<file path="config.mk">
export PLATFORM = sky130hd
export DESIGN_NAME = vga_sync_decoder_flat
export DESIGN_NICKNAME = d
export VERILOG_FILES = /design/src/rtl/vga_sync_decoder_if.sv /design/src/rtl/vga_sync_decoder.sv /design/src/flat_wrapper.sv
export SDC_FILE = /design/constraint.sdc
export NUM_CORES = 1
export LEC_CHECK = 0
export BUFFER_PORTS_ARGS = -buffer_cell sky130_fd_sc_hd__buf_4
export CAP_MARGIN = 10
export CELL_PAD_IN_SITES_DETAIL_PLACEMENT = 1
export CELL_PAD_IN_SITES_GLOBAL_PLACEMENT = 2
export CORE_MARGIN = 8
export CORE_UTILIZATION = 37
export DETAILED_ROUTE_END_ITERATION = 16
export GPL_TIMING_DRIVEN = 0
export PLACE_DENSITY = 0.83
export SYNTH_ARGS = -nofsm -noshare
export SYNTH_HDL_FRONTEND = slang
export SYNTH_SLANG_ARGS = --single-unit
</file>
<file path="constraint.sdc">
create_clock -name clk -period 7.9 [get_ports clk]
set_clock_uncertainty 0.1 [all_clocks]
set_input_delay 0.395 -clock clk [delete_from_list [all_inputs] [get_ports clk]]
set_output_delay 0.395 -clock clk [all_outputs]
set_load 0.005 [all_outputs]
</file>
<file path="src/rtl/vga_sync_decoder_if.sv">
// rtl/vga_sync_decoder_if.sv - sync inputs and recovered timing outputs of the VGA sync decoder
interface vga_sync_if #(
    parameter int CW = 11
) ();
    logic          hsync;
    logic          vsync;
    logic [CW-1:0] hcount;
    logic [CW-1:0] vcount;
    logic          de;
    logic          locked;
    logic          frame_start;
    logic          h_err;
    logic          v_err;
    logic [7:0]    err_cnt;

    // Sync source side: drives the syncs, observes the recovered timing.
    modport master (
        output hsync, vsync,
        input  hcount, vcount, de, locked, frame_start, h_err, v_err, err_cnt
    );

    // Decoder side.
    modport slave (
        input  hsync, vsync,
        output hcount, vcount, de, locked, frame_start, h_err, v_err, err_cnt
    );
endinterface

</file>
<file path="src/rtl/vga_sync_decoder.sv">
// rtl/vga_sync_decoder.sv - rebuilds hcount/vcount/de from hsync/vsync and checks timing
module vga_sync_decoder #(
    parameter int H_ACTIVE = 800,
    parameter int H_FP     = 40,
    parameter int H_SYNC   = 128,
    parameter int H_TOTAL  = 1056,
    parameter int V_ACTIVE = 600,
    parameter int V_FP     = 1,
    parameter int V_SYNC   = 4,
    parameter int V_TOTAL  = 628,
    parameter int CW       = 11
) (
    input  logic     clk,
    input  logic     rst,
    vga_sync_if.slave bus
);

    localparam logic [CW-1:0] H_ACT    = CW'(H_ACTIVE);
    localparam logic [CW-1:0] V_ACT    = CW'(V_ACTIVE);
    localparam logic [CW-1:0] H_LAST   = CW'(H_TOTAL - 1);
    localparam logic [CW-1:0] V_LAST   = CW'(V_TOTAL - 1);
    localparam logic [CW-1:0] HS_START = CW'(H_ACTIVE + H_FP);
    localparam logic [CW-1:0] HS_END   = CW'(H_ACTIVE + H_FP + H_SYNC);
    localparam logic [CW-1:0] VS_START = CW'(V_ACTIVE + V_FP);
    localparam logic [CW-1:0] VS_END   = CW'(V_ACTIVE + V_FP + V_SYNC);

    typedef enum logic [1:0] {SEARCH, HLOCK, LOCKED} state_t;

    state_t        state_q, state_d;
    logic          hs_q, hs_qq, vs_q, vs_qq;
    logic [CW-1:0] hcount_q, hcount_d, vcount_q, vcount_d;
    logic          de_q, de_d, locked_q, locked_d, fs_q, fs_d;
    logic          h_err_q, h_err_d, v_err_q, v_err_d;
    logic [7:0]    err_cnt_q, err_cnt_d;

    logic          hs_rise, hs_fall, vs_rise, vs_fall;
    logic [CW-1:0] h_inc, v_inc;

    assign hs_rise = hs_q & ~hs_qq;
    assign hs_fall = ~hs_q & hs_qq;
    assign vs_rise = vs_q & ~vs_qq;
    assign vs_fall = ~vs_q & vs_qq;

    // Free-running position one step ahead; all edge checks compare against it
    // because the edge being examined belongs to the sample the counters are about to show.
    assign h_inc = (hcount_q == H_LAST) ? '0 : hcount_q + 1'b1;
    assign v_inc = (hcount_q != H_LAST) ? vcount_q :
                   (vcount_q == V_LAST) ? '0 : vcount_q + 1'b1;

    // Two-stage capture of the incoming syncs for edge detection.
    always_ff @(posedge clk or negedge rst) begin
        if (!rst) begin
            hs_q  <= 1'b0;
            hs_qq <= 1'b0;
            vs_q  <= 1'b0;
            vs_qq <= 1'b0;
        end else begin
            hs_q  <= bus.hsync;
            hs_qq <= hs_q;
            vs_q  <= bus.vsync;
            vs_qq <= vs_q;
        end
    end

    // Lock FSM, counter reconstruction, violation detection and output decode.
    always_comb begin
        logic h_bad;
        logic v_bad;
        state_d  = state_q;
        hcount_d = h_inc;
        vcount_d = v_inc;
        h_bad    = 1'b0;
        v_bad    = 1'b0;
        case (state_q)
            SEARCH: begin
                hcount_d = '0;
                vcount_d = '0;
                if (hs_rise) begin
                    hcount_d = HS_START;
                    state_d  = HLOCK;
                end
            end
            HLOCK: begin
                if ((hs_rise && h_inc != HS_START) || (hs_fall && h_inc != HS_END))
                    h_bad = 1'b1;
                if (vs_rise) begin
                    if (h_inc != '0) begin
                        v_bad = 1'b1;
                    end else begin
                        vcount_d = VS_START;
                        state_d  = LOCKED;
                    end
                end
            end
            LOCKED: begin
                if ((hs_rise && h_inc != HS_START) || (hs_fall && h_inc != HS_END))
                    h_bad = 1'b1;
                // Edges away from their slot, and levels that are wrong when the slot arrives.
                if (vs_rise && !(h_inc == '0 && v_inc == VS_START))
                    v_bad = 1'b1;
                if (vs_fall && !(h_inc == '0 && v_inc == VS_END))
                    v_bad = 1'b1;
                if (h_inc == '0 && v_inc == VS_START && !vs_q)
                    v_bad = 1'b1;
                if (h_inc == '0 && v_inc == VS_END && vs_q)
                    v_bad = 1'b1;
            end
            default: state_d = SEARCH;
        endcase

        if (h_bad || v_bad) begin
            state_d  = SEARCH;
            hcount_d = '0;
            vcount_d = '0;
        end

        err_cnt_d = err_cnt_q;
        if ((h_bad || v_bad) && err_cnt_q != 8'hFF)
            err_cnt_d = err_cnt_q + 8'd1;

        h_err_d  = h_bad;
        v_err_d  = v_bad;
        locked_d = (state_d == LOCKED);
        de_d     = locked_d && (hcount_d < H_ACT) && (vcount_d < V_ACT);
        fs_d     = locked_d && (hcount_d == '0) && (vcount_d == '0);
    end

    // State and registered outputs.
    always_ff @(posedge clk or negedge rst) begin
        if (!rst) begin
            state_q   <= SEARCH;
            hcount_q  <= '0;
            vcount_q  <= '0;
            de_q      <= 1'b0;
            locked_q  <= 1'b0;
            fs_q      <= 1'b0;
            h_err_q   <= 1'b0;
            v_err_q   <= 1'b0;
            err_cnt_q <= 8'd0;
        end else begin
            state_q   <= state_d;
            hcount_q  <= hcount_d;
            vcount_q  <= vcount_d;
            de_q      <= de_d;
            locked_q  <= locked_d;
            fs_q      <= fs_d;
            h_err_q   <= h_err_d;
            v_err_q   <= v_err_d;
            err_cnt_q <= err_cnt_d;
        end
    end

    assign bus.hcount      = hcount_q;
    assign bus.vcount      = vcount_q;
    assign bus.de          = de_q;
    assign bus.locked      = locked_q;
    assign bus.frame_start = fs_q;
    assign bus.h_err       = h_err_q;
    assign bus.v_err       = v_err_q;
    assign bus.err_cnt     = err_cnt_q;

endmodule

</file>
<file path="src/flat_wrapper.sv">
// flat-port wrapper written by rule: the top's interface ports become plain ports
module vga_sync_decoder_flat 
#(
    parameter int H_ACTIVE = 800,
    parameter int H_FP     = 40,
    parameter int H_SYNC   = 128,
    parameter int H_TOTAL  = 1056,
    parameter int V_ACTIVE = 600,
    parameter int V_FP     = 1,
    parameter int V_SYNC   = 4,
    parameter int V_TOTAL  = 628,
    parameter int CW       = 11
)
  (clk, rst, bus_hsync, bus_vsync, bus_hcount, bus_vcount, bus_de, bus_locked, bus_frame_start, bus_h_err, bus_v_err, bus_err_cnt);
  vga_sync_if #(.CW(CW)) bus_i ();
  input  logic clk;
  input  logic rst;
  input wire logic [$bits(bus_i.hsync)-1:0] bus_hsync;
  input wire logic [$bits(bus_i.vsync)-1:0] bus_vsync;
  output wire logic [$bits(bus_i.hcount)-1:0] bus_hcount;
  output wire logic [$bits(bus_i.vcount)-1:0] bus_vcount;
  output wire logic [$bits(bus_i.de)-1:0] bus_de;
  output wire logic [$bits(bus_i.locked)-1:0] bus_locked;
  output wire logic [$bits(bus_i.frame_start)-1:0] bus_frame_start;
  output wire logic [$bits(bus_i.h_err)-1:0] bus_h_err;
  output wire logic [$bits(bus_i.v_err)-1:0] bus_v_err;
  output wire logic [$bits(bus_i.err_cnt)-1:0] bus_err_cnt;
  assign bus_i.hsync = bus_hsync;
  assign bus_i.vsync = bus_vsync;
  assign bus_hcount = bus_i.hcount;
  assign bus_vcount = bus_i.vcount;
  assign bus_de = bus_i.de;
  assign bus_locked = bus_i.locked;
  assign bus_frame_start = bus_i.frame_start;
  assign bus_h_err = bus_i.h_err;
  assign bus_v_err = bus_i.v_err;
  assign bus_err_cnt = bus_i.err_cnt;
  vga_sync_decoder #(.H_ACTIVE(H_ACTIVE), .H_FP(H_FP), .H_SYNC(H_SYNC), .H_TOTAL(H_TOTAL), .V_ACTIVE(V_ACTIVE), .V_FP(V_FP), .V_SYNC(V_SYNC), .V_TOTAL(V_TOTAL), .CW(CW)) u_core (.clk(clk), .rst(rst), .bus(bus_i));
endmodule
</file>
# [After elaboration in Yosys (flattened, before gate mapping)]
# Index checks and enable logic that the tools add are counted.
# Widths: inputs -> output; s select.
[classes] reduce_logical=24 n_lt_le_gt_ge=2 n_eq_ne=11 muxes=24 bitwise=8 addsub=3
[ops] operator="$mux 11" count=8
[ops] operator="$eq 11x10->1 const B" count=3
[ops] operator="$logic_not 11->1" count=3
[ops] operator="$add 11x1->11 const B" count=2
[ops] operator="$lt 11x10->1 const B" count=2
[ops] operator="$ne 11x10->1 const B" count=2
[ops] operator="$pmux 11 s2" count=1
[ops] operator="$logic_and 1x1->1" count=13
[ops] operator="$eq 11x11->1 const B" count=1
[ops] operator="$ne 11x11->1 const B" count=1
[ops] operator="$reduce_bool 11->1" count=1
[ops] operator="$mux 10" count=1
[ops] operator="$add 8x1->8 const B" count=1
[ops] operator="$mux 1" count=8
[ops] operator="$mux 2" count=4
[ops] operator="$ne 8x8->1 const B" count=1
[ops] operator="$pmux 2 s3" count=1
[ops] operator="$and 1x1->1" count=4
[ops] operator="$eq 2x2->1 const B" count=2
[ops] operator="$not 1->1" count=4
[ops] operator="$logic_not 1->1" count=3
[ops] operator="$eq 2x1->1 const B" count=1
[ops] operator="$logic_not 2->1" count=1
[ops] operator="$logic_or 1x1->1" count=2
[ops] operator="other kinds (2)" count=2
[totals] register_bits=41 elab_cells=85 input_bits=4

# [Logic depth before layout (Yosys ltp)]
[logic_depth] ltp_word=17 depth_mapped=14 ltp_nobuf=10

# [Least setup slack after synthesis]
# OpenSTA, ideal clock, no wires.
[synth_timing] path_kind="register -> register" startpoint="reg u_core.hcount_q[0] (netlist: u_core.bus.hcount[0])" endpoint="reg u_core.err_cnt_q[1] (netlist: u_core.bus.err_cnt[1])" synth_period_minus_slack_ps=3136 setup_ps=125 required_time_ps=7675 arrival_ps=2911 stages_incl_launch_ff=13 setup_slack_ps=4764 n_path_buf=2 cell_sequence="dfrtp_1 -> ha_1 -> buf_2 -> and4_1 -> clkbuf_1 -> nand3_1 -> or4_1 -> nand4_1 -> nor4_1 -> a31oi_1 -> nand4b_4 -> o21ai_0 -> mux2_2"
[synth_via] elab_chain_cells=13 elab_cells_between_ends=33 classes_between="add/sub (1); eq/ne (6); mux (11); reduce/logical (15)"
[synth_lines] element="from (decl)" line_no="vga_sync_decoder.sv:31" source="logic [CW-1:0] hcount_q, hcount_d, vcount_q, vcount_d;"
[synth_lines] element="from (signal assigned)" line_no="vga_sync_decoder.sv:142" source="hcount_q <= hcount_d;"
[synth_lines] element="$add 11x1->11 (tied with other cells)" line_no="vga_sync_decoder.sv:46" source="assign h_inc = (hcount_q == H_LAST) ? '0 : hcount_q + 1'b1;"
[synth_lines] element="$mux 11 (on tied branches)" line_no="vga_sync_decoder.sv:46, vga_sync_decoder.sv:47"
[synth_lines] element="$logic_not 11->1 or $eq 11x10->1 (tied branches)"
[synth_lines] element="$logic_and 1x1->1" line_no="vga_sync_decoder.sv:99, vga_sync_decoder.sv:103"
[synth_lines] element="$logic_not 1->1" line_no="vga_sync_decoder.sv:99" source="if (vs_rise && !(h_inc == '0 && v_inc == VS_START))"
[synth_lines] element="$logic_and 1x1->1" line_no="vga_sync_decoder.sv:99"
[synth_lines] element="$mux 1" line_no="vga_sync_decoder.sv:99"
[synth_lines] element="$mux 1" line_no="vga_sync_decoder.sv:101" source="if (vs_fall && !(h_inc == '0 && v_inc == VS_END))"
[synth_lines] element="$mux 1" line_no="vga_sync_decoder.sv:103" source="if (h_inc == '0 && v_inc == VS_START && !vs_q)"
[synth_lines] element="$mux 1" line_no="vga_sync_decoder.sv:105" source="if (h_inc == '0 && v_inc == VS_END && vs_q)"
[synth_lines] element="$pmux 1 s2" line_no="vga_sync_decoder.sv:74" source="case (state_q)"
[synth_lines] element="$logic_or 1x1->1 *" line_no="vga_sync_decoder.sv:118" source="if ((h_bad || v_bad) && err_cnt_q != 8'hFF)"
[synth_lines] element="$logic_and 1x1->1 *" line_no="vga_sync_decoder.sv:118"
[synth_lines] element="to (signal assigned)" line_no="vga_sync_decoder.sv:149" source="err_cnt_q <= err_cnt_d;"
[synth_lines] element="to (decl)" line_no="vga_sync_decoder.sv:34" source="logic [7:0] err_cnt_q, err_cnt_d;"
# Every way passes the cells marked *; elsewhere a longest branch is shown, timed or not.
# A chain may end at the register's enable or synchronous reset.

# [Worst setup path after layout]
[layout_timing] startpoint="reg u_core.hcount_q[0] (netlist: u_core.bus.hcount[0])" endpoint="reg u_core.de_q (netlist: u_core.bus.de)"
[layout_via] elab_chain_cells=16 elab_cells_between_ends=47 classes_between="add/sub (1); order compare (2); eq/ne (7); mux (21); reduce/logical (16)"
[layout_lines] element="$add 11x1->11 (tied with other cells)" line_no="vga_sync_decoder.sv:46"
[layout_lines] element="$mux 11 (on tied branches)" line_no="vga_sync_decoder.sv:46, vga_sync_decoder.sv:47"
[layout_lines] element="$logic_not 11->1 or $eq 11x10->1 (tied branches)"
[layout_lines] element="$logic_and 1x1->1" line_no="vga_sync_decoder.sv:99, vga_sync_decoder.sv:103"
[layout_lines] element="$logic_not 1->1" line_no="vga_sync_decoder.sv:99"
[layout_lines] element="$logic_and 1x1->1" line_no="vga_sync_decoder.sv:99"
[layout_lines] element="$mux 1" line_no="vga_sync_decoder.sv:99"
[layout_lines] element="$mux 1" line_no="vga_sync_decoder.sv:101"
[layout_lines] element="$mux 1" line_no="vga_sync_decoder.sv:103"
[layout_lines] element="$mux 1" line_no="vga_sync_decoder.sv:105"
[layout_lines] element="$pmux 1 s2" line_no="vga_sync_decoder.sv:74"
[layout_lines] element="$logic_or 1x1->1" line_no="vga_sync_decoder.sv:111" source="if (h_bad || v_bad) begin"
[layout_lines] element="$mux 11 or $mux 2 (tied branches)" line_no="vga_sync_decoder.sv:111"
[layout_lines] element="$lt 11x10->1 or $eq 2x2->1 (tied branches)" line_no="vga_sync_decoder.sv:124, vga_sync_decoder.sv:123"
[layout_lines] element="$logic_and 1x1->1" line_no="vga_sync_decoder.sv:124" source="de_d = locked_d && (hcount_d < H_ACT) && (vcount_d < V_ACT);"
[layout_lines] element="$logic_and 1x1->1 *" line_no="vga_sync_decoder.sv:124"
[layout_lines] element="named net u_core.de_d" line_no="vga_sync_decoder.sv:32" source="logic de_q, de_d, locked_q, locked_d, fs_q, fs_d;"
[layout_lines] element="to (signal assigned)" line_no="vga_sync_decoder.sv:134" source="de_q <= 1'b0;"
[layout_lines] element="to (signal assigned)" line_no="vga_sync_decoder.sv:144" source="de_q <= de_d;"
[layout_lines] element="to (decl)" line_no="vga_sync_decoder.sv:32"
# Mark *: on every way through the listed nets, which the timed path passes. The rest lies on a longest branch.

==> reports/qor.tcl <==
set qor(post_route_cells_drive_above_1_share) 0.195
set qor(clkTransAtPathRegs_ns) 0.09
set qor(number_of_buffers_created_by_cts) 5
set qor(core_area_mm2) 0.00757
set qor(async_reset_ff_frac) 1.00
set qor(area_of_the_multi_input_gates_mm2) 0.00168
set qor(mappedNetlistNets) 343
set qor(timing_hold_violations_final) 0
set qor(synth.largest_area_cell) {sky130_fd_sc_hd__dfrtp_1}
set qor(post_cts.repair.setup_buffers) 0
set qor(groute.usage.overall) 0.158
set qor(detail_route.wirelength_um) 8580
set qor(static-leakage-power_nw) 1.41
set qor(synth.top_cell.area_share) 0.362
set qor(number_of_max_cap_violations) 0
set qor(pwr_per_cell_area_mw_per_mm2) 222
set qor(placement.io_buffers) 38
set qor(num_rows) 32
set qor(antennaDiodeCount) 0
set qor(start_util) 0.375
set qor(critical_path_peak_fanout) 10
set qor(routed_wire_length_per_instance_um) 17.8
set qor(syn-cell-area_mm2) 0.00284
set qor(number_of_drc_markers_after_the_initial_detailed_route_iteration) 104
set qor(grt_first_pass_wirelength_um) 14300
set qor(cts-root-buf) {sky130_fd_sc_hd__clkbuf_8}
set qor(final.hold.worst_slack_ns) 0.0993
set qor(cp_slowest_cell) {sky130_fd_sc_hd__dfrtp_1}
set qor(fillerInstances) 919
set qor(synthDistinctLibCells) 60
set qor(antenna_found_initial) 0
set qor(cp_common_cell) {sky130_fd_sc_hd__buf_2}
set qor(dp_hpwl_um) 6490
set qor(setup_viol_count_final) 0
set qor(num_io_pins) 39
set qor(ys_ff_latch) 41
set qor(post_synth_most_frequent_cells) {sky130_fd_sc_hd__dfrtp_1, sky130_fd_sc_hd__nor2_1, sky130_fd_sc_hd__nand2_1}
set qor(synth_area_leaders) {sky130_fd_sc_hd__dfrtp_1, sky130_fd_sc_hd__nor2_1, sky130_fd_sc_hd__nand2_1}
set qor(clock_insertion_delay_worst_skew_ns) 0.30
set qor(seqCellArea_mm2) 0.00103
set qor(clock_sink_count) 41
set qor(cts.path.max_buffers) 2
set qor(path_cells) {ha_1, buf_2, and4_1, clkbuf_1, nand3_1, buf_2, nand2_1, nand4_1, nor4_1, a21o_1, nand4b_4, buf_6, nor4_2, o21a_1}
set qor(dieArea_mm2) 0.0107
set qor(sequential_element_share_of_the_synthesized_area) 0.362
set qor(design.final.nets) 389
set qor(cts_htree_levels) 2
set qor(ctsHoldBuffers) 1
set qor(post-synth-top-count-cell) {sky130_fd_sc_hd__dfrtp_1}
set qor(yosysWarningCount) 0
set qor(timing_worst_slew_pin_value_ns) 1.05
set qor(final.setup.tns_ns) 0
set qor(start_kind) {flop}
set qor(syn2layout_area_growth_pct) 18.1
set qor(grt_pass1_vias) 2689
set qor(timing.critical_path.slowest_cell_delay_ns) 0.48
set qor(max_slew_margin) 0.294
set qor(postSynthCellCount) 332
set qor(die_height_um) 104
set qor(synth_flop_cell) {sky130_fd_sc_hd__dfrtp_1}
set qor(layout_min_cycle_time_ns) 3.86
set qor(post_drt_via_cell_ratio) 5.62
set qor(peakVddDrop_mv) 0.0939
set qor(run_status) {completed}
set qor(min_path_type) {primary input to flop}
set qor(synth_area_per_cell_um2) 8.54
set qor(post_synth_edffs) 0
set qor(grt_start_max_net_pins) 42
set qor(drc) 0
set qor(crit_buf_inv) 4
set qor(critical_path_required_ns) 8.04
set qor(route.vias.total) 2705
set qor(max_clock_freq_mhz) 259
set qor(max_slew_violation_total_from_the_final_report) 0
set qor(grt_remaining_overflow) 0
set qor(antenna_violating_nets_post_route) 0
set qor(end_kind) {flop}
set qor(post-route-period-util) 0.489
set qor(die-width_um) 104
set qor(worst-setup-path-type) {flop to flop}
set qor(tritoncts) {built}
set qor(worstPathArrival_ns) 4.00
set qor(setup_repair_after_global_routing_missed_its_margin) {false}
set qor(drt_pre_antenna_iters) 4
set qor(cts_resized) 0
set qor(gate_family_responsible_for_the_most_delay_along_the_worst_path) {simple AND/OR/NAND/NOR gates}
set qor(globalplace.congestion) 0.811
## where the power goes
group / internal (mW) / total [mW] / switching, mW / leakage (nW)
Clock: 0.0621 / 0.144 / 0.0818 / 0.0364
Sequential: 0.241 / 0.273 / 0.0324 / 0.547
Combinational: 0.130 / 0.327 / 0.197 / 0.828
## cells in the final DEF (no fill, tap or decap), types with 6 or more instances in the layout
master / count
sky130_fd_sc_hd__buf_4: 39
sky130_fd_sc_hd__nand2b_1: 6
sky130_fd_sc_hd__nand4_1: 11
sky130_fd_sc_hd__nand2_1: 31
sky130_fd_sc_hd__a21oi_1: 21
sky130_fd_sc_hd__o21ai_0: 10
sky130_fd_sc_hd__inv_1: 10
sky130_fd_sc_hd__and4_1: 6
sky130_fd_sc_hd__nor2_1: 37
sky130_fd_sc_hd__nor4_1: 6
sky130_fd_sc_hd__dfrtp_1: 41
sky130_fd_sc_hd__nand3_1: 18
sky130_fd_sc_hd__nor3_1: 13
sky130_fd_sc_hd__clkbuf_1: 7
sky130_fd_sc_hd__xnor2_1: 12
sky130_fd_sc_hd__and3_1: 8
sky130_fd_sc_hd__xor2_1: 6
sky130_fd_sc_hd__ha_1: 7
sky130_fd_sc_hd__buf_2: 8
## final timing paths
check,startpoint,to,slack (ns),depth (start not counted)
max in group asynchronous,rst,u_core.bus.locked,6.80,2
min reg2reg,u_core.hs_q,u_core.hs_qq,0.29,0
max,u_core.bus.hcount[0],u_core.bus.de,4.04,14
min in group asynchronous,rst,u_core.bus.hcount[5],0.52,2
max reg2reg,u_core.bus.hcount[0],u_core.bus.de,4.04,14
min,bus_vsync,u_core.vs_q,0.1,1
## stage by stage
step / setup WS (ns) / utilization / area (um2) / total power [mW] / cells
4_1_cts: 4.08 / 0.443 / 3350 / 0.753 / 481
3_3_place_gp: 4.15 / 0.429 / 3250 / 0.597 / 472
5_1_grt: 3.80 / 0.443 / 3350 / 0.796 / 481
6_report: 4.04 / 0.443 / 3350 / 0.743 / 481
2_1_floorplan: 4.76 / - / 2840 / 0.482 / 332
3_5_place_dp: 4.11 / 0.429 / 3250 / 0.604 / 472
## cell type report
| class | instances | area share |
|---|---|---|
| tap | 102 | 0.0381 |
| clock buffer | 5 | 0.0205 |
| sequential | 41 | 0.306 |
| clock inverter | 3 | 0.00672 |
| buffer | 18 | 0.0288 |
| multi-input combinational | 263 | 0.500 |
| timing repair buffer | 39 | 0.0882 |
| inverter | 10 | 0.0112 |
## routing by layer
metal	global-route usage	wire length, um
met5	0	0
met4	0.0325	60
met3	0.0279	319
met2	0.237	3850
met1	0.231	4340
## state kept, by name, summed over array words and instances (netlist names), 2 cells and up
register            cells
u_core.bus.vcount      11
u_core.bus.err_cnt      8
u_core.bus.hcount      11
u_core.state_q          2
## logic make-up (layout without fill, tap and decap cells)
| family | count (synthesis) | in the layout | share of synthesized area |
|---|---|---|---|
| adders and majority gates | 7 | 7 | 0.0309 |
| xor gates and xnor gates | 18 | 18 | 0.0556 |
| buffers and inverters | 28 | 75 | 0.0472 |
| muxes | 4 | 4 | 0.0154 |
| DFF | 41 | 41 | 0.362 |
| AOI/OAI and AO/OA | 70 | 70 | 0.168 |
| and+or+nand+nor | 164 | 164 | 0.321 |
(Power assumes the default switching activity.)
